===== src/rtl/tinycpu_pkg.sv =====
// Shared TinyCPU pipeline types and sizing constants.
package tinycpu_pkg;

  localparam int unsigned NREGS        = 32;
  localparam int unsigned MAX_INFLIGHT = 4;
  localparam int unsigned RW           = $clog2(NREGS);
  localparam int unsigned CW           = 3;

  typedef logic [RW-1:0] reg_idx_t;

  typedef enum logic [1:0] {
    SB_RUN,
    SB_DRAIN,
    SB_DONE
  } sb_state_e;

endpackage


===== src/rtl/sb_hazard_check.sv =====
// Combinational RAW/WAW hazard check for one issue slot against the pending-write vector.
module sb_hazard_check
  import tinycpu_pkg::*;
(
  input  logic [NREGS-1:0] busy,
  input  logic             wb_valid,
  input  logic [RW-1:0]    wb_rd,
  input  logic [RW-1:0]    rs1,
  input  logic             rs1_used,
  input  logic [RW-1:0]    rs2,
  input  logic             rs2_used,
  input  logic [RW-1:0]    rd,
  input  logic             rd_we,
  output logic             hazard
);

  logic [NREGS-1:0] eb;

  // Effective busy: a same-cycle writeback resolves the hazard (write-first regfile).
  always_comb begin
    eb = busy;
    if (wb_valid) begin
      eb[wb_rd] = 1'b0;
    end
    eb[0] = 1'b0;
  end

  // Source reads (RAW) and destination (WAW) against the effective busy vector.
  always_comb begin
    hazard = (rs1_used && eb[rs1]) ||
             (rs2_used && eb[rs2]) ||
             (rd_we && (rd != '0) && eb[rd]);
  end

endmodule


===== src/rtl/issue_scoreboard.sv =====
// Issue-stage hazard controller: pending-write tracking, in-flight limit, fence drain.
module issue_scoreboard
  import tinycpu_pkg::*;
(
  input  logic             clk,
  input  logic             rst,
  input  logic             issue_valid,
  input  logic [RW-1:0]    issue_rs1,
  input  logic             issue_rs1_used,
  input  logic [RW-1:0]    issue_rs2,
  input  logic             issue_rs2_used,
  input  logic [RW-1:0]    issue_rd,
  input  logic             issue_rd_we,
  input  logic             wb_valid,
  input  logic [RW-1:0]    wb_rd,
  input  logic             retire_valid,
  input  logic             fence_req,
  output logic             stall,
  output logic             issue_fire,
  output logic             fence_done,
  output logic [CW-1:0]    inflight,
  output logic [NREGS-1:0] busy,
  output logic             err
);

  sb_state_e        state_q, state_d;
  logic [NREGS-1:0] busy_q, busy_d;
  logic [CW-1:0]    inflight_q, inflight_d;
  logic             err_q, err_d;
  logic             hazard;
  logic             full;

  sb_hazard_check u_hazard (
    .busy     (busy_q),
    .wb_valid (wb_valid),
    .wb_rd    (wb_rd),
    .rs1      (issue_rs1),
    .rs1_used (issue_rs1_used),
    .rs2      (issue_rs2),
    .rs2_used (issue_rs2_used),
    .rd       (issue_rd),
    .rd_we    (issue_rd_we),
    .hazard   (hazard)
  );

  // Stall/fire decision; a same-cycle retire frees a slot when the pipe is full.
  always_comb begin
    full       = (inflight_q == CW'(MAX_INFLIGHT)) && !retire_valid;
    stall      = issue_valid && (hazard || full || (state_q != SB_RUN) || fence_req);
    issue_fire = issue_valid && !stall;
    fence_done = (state_q == SB_DONE);
  end

  // Pending-write vector: writeback clears, issue sets, set wins, r0 never busy.
  always_comb begin
    busy_d = busy_q;
    if (wb_valid) begin
      busy_d[wb_rd] = 1'b0;
    end
    if (issue_fire && issue_rd_we && (issue_rd != '0)) begin
      busy_d[issue_rd] = 1'b1;
    end
    busy_d[0] = 1'b0;
  end

  // In-flight counter and sticky protocol error.
  always_comb begin
    inflight_d = inflight_q;
    err_d      = err_q;
    case ({issue_fire, retire_valid})
      2'b10: inflight_d = inflight_q + 1'b1;
      2'b01: begin
        if (inflight_q == '0) begin
          err_d = 1'b1;
        end else begin
          inflight_d = inflight_q - 1'b1;
        end
      end
      default: ;
    endcase
    if (wb_valid && (wb_rd != '0) && !busy_q[wb_rd]) begin
      err_d = 1'b1;
    end
  end

  // Fence FSM next state: drain until the pipe is empty, then pulse done for one cycle.
  always_comb begin
    state_d = state_q;
    case (state_q)
      SB_RUN:   if (fence_req) state_d = SB_DRAIN;
      SB_DRAIN: if ((inflight_q == '0) && (busy_q == '0)) state_d = SB_DONE;
      SB_DONE:  state_d = SB_RUN;
      default:  state_d = SB_RUN;
    endcase
  end

  // State registers with synchronous reset; reset mid-drain simply returns to RUN.
  always_ff @(posedge clk) begin
    if (rst) begin
      state_q    <= SB_RUN;
      busy_q     <= '0;
      inflight_q <= '0;
      err_q      <= 1'b0;
    end else begin
      state_q    <= state_d;
      busy_q     <= busy_d;
      inflight_q <= inflight_d;
      err_q      <= err_d;
    end
  end

  assign inflight = inflight_q;
  assign busy     = busy_q;
  assign err      = err_q;

endmodule

===== config.mk =====
export PLATFORM = sky130hd
export DESIGN_NAME = issue_scoreboard
export DESIGN_NICKNAME = d
export VERILOG_FILES = /design/src/rtl/tinycpu_pkg.sv /design/src/rtl/sb_hazard_check.sv /design/src/rtl/issue_scoreboard.sv
export SDC_FILE = /design/constraint.sdc
export NUM_CORES = 1
export LEC_CHECK = 0
export ABC_CLOCK_PERIOD_IN_PS = 4600
export CAP_MARGIN = 15
export CORE_ASPECT_RATIO = 1.1
export CORE_UTILIZATION = 54
export CTS_BUF_LIST = sky130_fd_sc_hd__clkbuf_4
export CTS_CLUSTER_DIAMETER = 60
export DETAILED_ROUTE_END_ITERATION = 8
export GPL_ROUTABILITY_DRIVEN = 0
export PLACE_DENSITY = 0.84
export SYNTH_ARGS = -nofsm -noshare
export SYNTH_HDL_FRONTEND = slang
export SYNTH_SLANG_ARGS = --single-unit

===== constraint.sdc =====
create_clock -name clk -period 4.6 [get_ports clk]
set_input_delay 0.46 -clock clk [delete_from_list [all_inputs] [get_ports clk]]
set_output_delay 0.46 -clock clk [all_outputs]
set_load 0.03 [all_outputs]

# Word-level counts from Yosys, hierarchy flattened
# Index checks and enable logic that the tools add are counted.
dict set report word_totals {
  ff_bits 38
  input_bits 29
  output_inout_bits 39
  elab_cells 80
}
dict set report classes {
  addsub 2
  magnitude_cmp 6
  eq_ne 8
  mux 22
  n_bitwise 3
  n_reduce_logical 34
}
# op n
set op_table {}
lappend op_table {{$mux W32} 2}
lappend op_table {{$and A32 B32 Y32} 1}
lappend op_table {{$logic_not A32 Y1} 1}
lappend op_table {{$not A32 Y32} 1}
lappend op_table {{$or A32 B32 Y32} 1}
lappend op_table {{$lt A5 B6 Y1 const B} 4}
lappend op_table {{$bmux W1 S5} 4}
lappend op_table {{$logic_and A1 B1 Y1} 14}
lappend op_table {{$demux W1 S5} 2}
lappend op_table {{$ge A5 B1 Y1 const B} 2}
lappend op_table {{$reduce_bool A5 Y1} 2}
lappend op_table {{$mux W1} 9}
lappend op_table {{$reduce_bool A2 Y1} 4}
lappend op_table {{$ne A2 B2 Y1 const B} 3}
lappend op_table {{$pmux W3 S2} 1}
lappend op_table {{$reduce_and A2 Y1} 3}
lappend op_table {{$logic_or A1 B1 Y1} 5}
lappend op_table {{$eq A2 B1 Y1 const B} 2}
lappend op_table {{$eq A2 B2 Y1 const B} 2}
lappend op_table {{$mux W2} 2}
lappend op_table {{$pmux W2 S2} 1}
lappend op_table {{$add A3 B1 Y3 const B} 1}
lappend op_table {{$eq A3 B3 Y1 const B} 1}
lappend op_table {{$logic_not A1 Y1} 3}
lappend op_table {{other kinds (4)} 4}

# Depth between registers and ports, before layout
dict set report depth {
  word_depth 21
  depth_mapped 15
  mapped_depth_nobuf 12
}

# Cells and area by module
# Synthesis repeated with hierarchy kept, for this count alone.
dict set report hier_totals {
  cells_unflattened 389
  area_unflattened_um2 3245.6
}
# mod n_inst cells_per_inst area_per_inst_um2 seq_area_each_um2
set by_module_without_submodules {}
lappend by_module_without_submodules {issue_scoreboard 1 248 2100.8 740.7}
lappend by_module_without_submodules {sb_hazard_check 1 141 1144.8 0.0}

# Worst setup path after synthesis
# No wires, ideal clock.
dict set report synth_path {
  path_type {input to register}
  from {input wb_rd[4]}
  to {register inflight_q[2] (netlist: inflight[2])}
  setup_time_ps 79
  arrival_time_ps 3402
  required_time_ps 4521
  slack_ps 1119
  stages 15
  n_path_buf 3
  path_cell_list {buf_2 -> nand2b_1 -> clkbuf_1 -> o21ai_0 -> mux4_2 -> nand3b_1 -> a31o_2 -> nand4_2 -> or2_1 -> buf_2 -> nand2_1 -> fa_1 -> and2_1 -> a221o_1 -> o211ai_1}
}
dict set report synth_between {
  elab_chain_len 21
  word_cells_on_any_way 31
  classes_between {2 x order compare; 3 x eq/ne; 10 x mux; 2 x bitwise; 14 x reduce/logical}
}
# item line_no
set synth_rtl {}
lappend synth_rtl {{start, declared} issue_scoreboard.sv:15} ;# input logic [RW-1:0] wb_rd,
lappend synth_rtl {{$lt A5 B6 Y1 (implied by the code) / $ge A5 B1 Y1 (equally long branches)} sb_hazard_check.sv:23} ;# eb[wb_rd] = 1'b0;
lappend synth_rtl {{$logic_and A1 B1 Y1 (implied by the code)} sb_hazard_check.sv:23}
lappend synth_rtl {{$mux W1 (implied by the code)} sb_hazard_check.sv:23}
lappend synth_rtl {{$demux W1 S5 (*)} --}
lappend synth_rtl {{$not A32 Y32 (no line) (*)} --}
lappend synth_rtl {{$and A32 B32 Y32 (no line) (*)} --}
lappend synth_rtl {{$mux W32 (*)} sb_hazard_check.sv:22} ;# if (wb_valid) begin
lappend synth_rtl {{$bmux W1 S5, on equally long branches} {sb_hazard_check.sv:30, sb_hazard_check.sv:31}}
lappend synth_rtl {{(+3 left out)} --}
lappend synth_rtl {{$logic_or A1 B1 Y1 (*)} sb_hazard_check.sv:31} ;# (rs2_used && eb[rs2]) ||
lappend synth_rtl {{$logic_or A1 B1 Y1 (*) (3 in a row)} issue_scoreboard.sv:49} ;# stall = issue_valid && (hazard || full || (state_q != SB_RUN) || fence_req);
lappend synth_rtl {{$logic_and A1 B1 Y1 (*)} issue_scoreboard.sv:49}
lappend synth_rtl {{$logic_not A1 Y1 (*)} issue_scoreboard.sv:50} ;# issue_fire = issue_valid && !stall;
lappend synth_rtl {{$logic_and A1 B1 Y1 (*)} issue_scoreboard.sv:50}
lappend synth_rtl {{$eq A2 B1 Y1 / $eq A2 B2 Y1 (equally long branches)} issue_scoreboard.sv:70} ;# case ({issue_fire, retire_valid})
lappend synth_rtl {{$ne A2 B2 Y1 (no line) / $reduce_bool A2 Y1 (equally long branches)} --}
lappend synth_rtl {{$reduce_and A2 Y1 (no line)} --}
lappend synth_rtl {{end signal, assigned} issue_scoreboard.sv:107} ;# inflight_q <= inflight_d;
lappend synth_rtl {{end, declared} issue_scoreboard.sv:28} ;# logic [CW-1:0] inflight_q, inflight_d;
# Mark *: on every way between the ends. The rest lies on a longest branch, timed or not. The select of a mux whose other input is x is not followed.
# A chain may end at the register's enable or synchronous reset.

# Worst setup path after layout
dict set report layout_path {
  from {input wb_valid}
  to {output stall}
}
dict set report layout_between {
  elab_chain_len 10
  word_cells_on_any_way 16
  classes_between {7 x mux; 9 x reduce/logical}
}
# item line_no
set layout_rtl {}
lappend layout_rtl {{start, declared} issue_scoreboard.sv:14} ;# input logic wb_valid,
lappend layout_rtl {{$mux W32 (*)} sb_hazard_check.sv:22}
lappend layout_rtl {{$bmux W1 S5, on equally long branches} {sb_hazard_check.sv:30, sb_hazard_check.sv:31}}
lappend layout_rtl {{$mux W1, on equally long branches} {sb_hazard_check.sv:30, sb_hazard_check.sv:31}}
lappend layout_rtl {{$logic_and A1 B1 Y1, on equally long branches} {sb_hazard_check.sv:30, sb_hazard_check.sv:31}}
lappend layout_rtl {{$logic_or A1 B1 Y1} sb_hazard_check.sv:30} ;# hazard = (rs1_used && eb[rs1]) ||
lappend layout_rtl {{$logic_or A1 B1 Y1 (*)} sb_hazard_check.sv:31}
lappend layout_rtl {{$logic_or A1 B1 Y1 (*) (3 in a row)} issue_scoreboard.sv:49}
lappend layout_rtl {{$logic_and A1 B1 Y1 (*)} issue_scoreboard.sv:49}
lappend layout_rtl {{end, declared} issue_scoreboard.sv:18} ;# output logic stall,
# Marks and branches as above.

==> flow_metrics.env <==
export IMPL_antenna_found_initial=0
export IMPL_die_area_um2=6420
export IMPL_firstDrtPassIters=6
export IMPL_synth_fa_ha_area_share_pct=0.607
export IMPL_synth_fp_nets=436
export IMPL_clock_root_buffer="clkbuf_4"
export IMPL_synth_compound_area_share_pct=29.1
export IMPL_final_nets=491
export IMPL_path_cells="clkdlybuf4s50_1, nand4bb_1, buf_4, o21ai_0, mux4_2, nand3b_1, a31o_2, nand4_2, nor3_1, nor2_1, clkdlybuf4s50_1"
export IMPL_synth_top_family_by_area="compound AO/OA/AOI/OAI gates"
export IMPL_vias=4038
export IMPL_yosysUniqueCellTypes=68
export IMPL_fillers=459
export IMPL_max_freq_mhz=224
export IMPL_start_kind="primary input"
export IMPL_maxSlewHeadroom_pct=49.5
export IMPL_dp_hpwl_um=8780
export IMPL_end_kind="output pin"
export IMPL_yosys_warnings=0
export IMPL_ant_nets=0
export IMPL_cts_resized=0
export IMPL_grt_pass1_vias=3614
export IMPL_critPathSlowestCell="clkdlybuf4s50_1"
export IMPL_drt_iter0_drc=728
export IMPL_grt_pass1_wl_um=18900
export IMPL_grt_ovfl_total=0
export IMPL_outcome="completed"
export IMPL_routed_wl_um=12200
export IMPL_async_flop_share_pct=0
export IMPL_rsz0062_at_grt="no"
export IMPL_area_growth_syn_to_layout_pct=24.7
export IMPL_rrSetupSlack_ps=1190
export IMPL_path_depth=11
export IMPL_critPathBufInv=3
export IMPL_synthMuxAreaShare_pct=14.2
export IMPL_rr_worst_depth=11
export IMPL_drt_met1_wl_um=4430
export IMPL_power_density_nw_per_um2=221
export IMPL_post_route_cell_area_um2=4110
export IMPL_critPathArrivalTime_ps=4010
export IMPL_via_per_inst=7.49
export IMPL_grt_max_degree=42
export IMPL_cellLeakagePower_uw=0.00136
export IMPL_cpMostUsedCell="clkdlybuf4s50_1"
export IMPL_antenna_cells=0
export IMPL_clock_sinks=37
export IMPL_path_class="in2out"
export IMPL_timing_final_crit_share_pct=97.2
export IMPL_ys_seq_elements=37
export IMPL_met3_length_um=1720
export IMPL_path_clk_slew_ps=130
export IMPL_drive_above_1_share_pct=12.6
export IMPL_critical_path_required_ps=4140
export IMPL_whs_path_depth=1
export IMPL_hp_class="reg2reg"
export IMPL_final_hold_viol_count=0
export IMPL_cp_max_fo=9
export IMPL_start_util_pct=56.5
export IMPL_postCtsSetupBuffers=0
export IMPL_synth_xor_area_share_pct=0.797
export IMPL_clock_tree_buffer_depth=2
export IMPL_min_period_ps=4470
export IMPL_fin_skew_ps=24.3
export IMPL_cts_tree="done"
export IMPL_cts_buffers=5
export IMPL_fin_hold_ws_ps=470
export IMPL_synth_edff_count=0
export IMPL_finalSetupTns_ps=0
export IMPL_slew_violations=0
export IMPL_worst_slew_pin_slew_ps=755
export IMPL_critical_path_top_delay_family="buffers and inverters"
export IMPL_routedWlPerCell_um=22.6
export IMPL_grt_usage_pct=37.5
export IMPL_ys_seq_area_share_pct=22.5
export IMPL_ys_flop_type="dfxtp_1"
export IMPL_die_x_um=76.5
export IMPL_postSynthAreaPerCell_um2=8.12
export IMPL_ios=68
export IMPL_placed_cells=531
export IMPL_power_ir_vdd_worst_mv=0.238
export IMPL_portBuffers=66
export IMPL_rows=29
export IMPL_design_core_area_um2=5840
export IMPL_netlist_area_um2=3300
export IMPL_drcViolationCount=0
export IMPL_clkLatencyLatePin_ps=360
export IMPL_routed_wl_met2_um=5070
export IMPL_fin_cells=539
export IMPL_synth_simple_gate_area_share_pct=26.5
export IMPL_cts_hold_buf=0
export IMPL_setup_violations=0
export IMPL_placed_area_um2=4010
export IMPL_drv_cap=0
export IMPL_die_h_um=84.0
export IMPL_top_layer="met4"
export IMPL_syn_inst=406
export IMPL_ctsHtreeMaxLevel=2
export IMPL_power_uw=910
export IMPL_slowest_delay_ps=640
## worst paths after layout
path | endpoint | start
worst min register to register | state_q[1] | state_q[1]
worst min-delay path | state_q[1] | state_q[1]
worst max register to register | inflight[2] | busy[3]
worst max-delay path | stall | wb_valid
## flip-flops by register name (all words and copies together), names as in the netlist
register	count
busy	31
err	1
state_q	2
inflight	3
## cells in the mapped netlist, types with 3 or more instances
cell type | n | area [um2]
a211oi_1 | 3 | 22.5
a21oi_1 | 21 | 105
a22oi_1 | 3 | 22.5
a31oi_1 | 4 | 25.0
a32oi_1 | 3 | 26.3
and3_1 | 3 | 18.8
buf_2 | 5 | 25.0
buf_4 | 4 | 30.0
clkbuf_1 | 21 | 78.8
dfxtp_1 | 37 | 741
inv_1 | 10 | 37.5
mux2_2 | 7 | 78.8
mux2i_1 | 16 | 160
mux4_2 | 9 | 203
nand2_1 | 23 | 86.3
nand2b_1 | 7 | 43.8
nand3_1 | 15 | 75.1
nand3b_1 | 6 | 45.0
nand4_1 | 3 | 18.8
nand4b_1 | 5 | 43.8
nand4bb_1 | 3 | 33.8
nor2_1 | 23 | 86.3
nor2b_1 | 6 | 37.5
nor3_1 | 13 | 65.1
nor3b_1 | 6 | 45.0
nor4_1 | 9 | 56.3
nor4b_1 | 3 | 26.3
o2111ai_1 | 5 | 43.8
o211ai_1 | 21 | 158
o21a_1 | 4 | 30.0
o21ai_0 | 32 | 160
o21ai_1 | 3 | 15.0
o22ai_1 | 13 | 81.3
o22ai_2 | 7 | 87.6
o311ai_0 | 4 | 35.0
or3b_2 | 3 | 26.3
or4_1 | 3 | 22.5
xor2_1 | 3 | 26.3
## worst reg2reg max path: cells and delay by family, from the launching register on
family | cells | cell delay (ps)
adders and majority gates | 1 | 420
DFF | 1 | 460
AOI/OAI and AO/OA | 6 | 1320
and+or+nand+nor | 4 | 1140
## through the flow
stage	setup WS (ps)	util [%]
global route	39.7	70.4
floorplan	1120	-
detailed placement	235	68.6
finish	128	70.4
CTS	307	70.4
global placement	293	68.6
## final cells by class
| type | count | area, um2 | area share [%] |
|---|---|---|---|
| clock buffer | 5 | 37.5 | 0.913 |
| multi-input combinational | 324 | 2350 | 57.2 |
| tap | 77 | 96.3 | 2.34 |
| timing repair buffer | 82 | 778 | 18.9 |
| inverter | 11 | 41.3 | 1.00 |
| sequential | 37 | 741 | 18.0 |
| clock inverter | 3 | 65.1 | 1.58 |
## power by group
part	internal [uW]	total, uW	switching (uW)
clock	168	285	117
sequential	333	348	15.1
combinational	114	277	163
total	615	910	295
## metal layers
| metal | GRT usage (%) | up-vias |
|---|---|---|
| met5 | 0 | - |
| met4 | 27.8 | 0 |
| met3 | 6.99 | 102 |
| met2 | 54.8 | 421 |
| met1 | 49.1 | 1814 |
| li1 | - | 1701 |
## cell usage in the layout (no fill, tap or decap), types with 6 or more instances in the layout
cell type        instances
o21ai_0                 32
clkdlybuf4s50_1         65
buf_4                   17
nand3_1                 15
nor4_1                   9
o22ai_1                 13
o22ai_2                  7
inv_1                   10
mux2_2                   7
nor3_1                  13
mux2i_1                 16
nor3b_1                  6
a21oi_1                 21
dfxtp_1                 37
nand2_1                 23
nand2b_1                 7
o211ai_1                21
nand3b_1                 6
nor2_1                  23
mux4_2                   9
nor2b_1                  6
## kinds of logic (layout without fill, tap and decap cells)
group	after synthesis	in the layout
xor+xnor	3	3
flops	37	37
other cells	1	1
simple gates	146	146
mux	33	33
compound gates	140	140
fa+ha+maj	1	1
buf+inv	45	101
No activity file was read; power rests on OpenSTA's default activity.
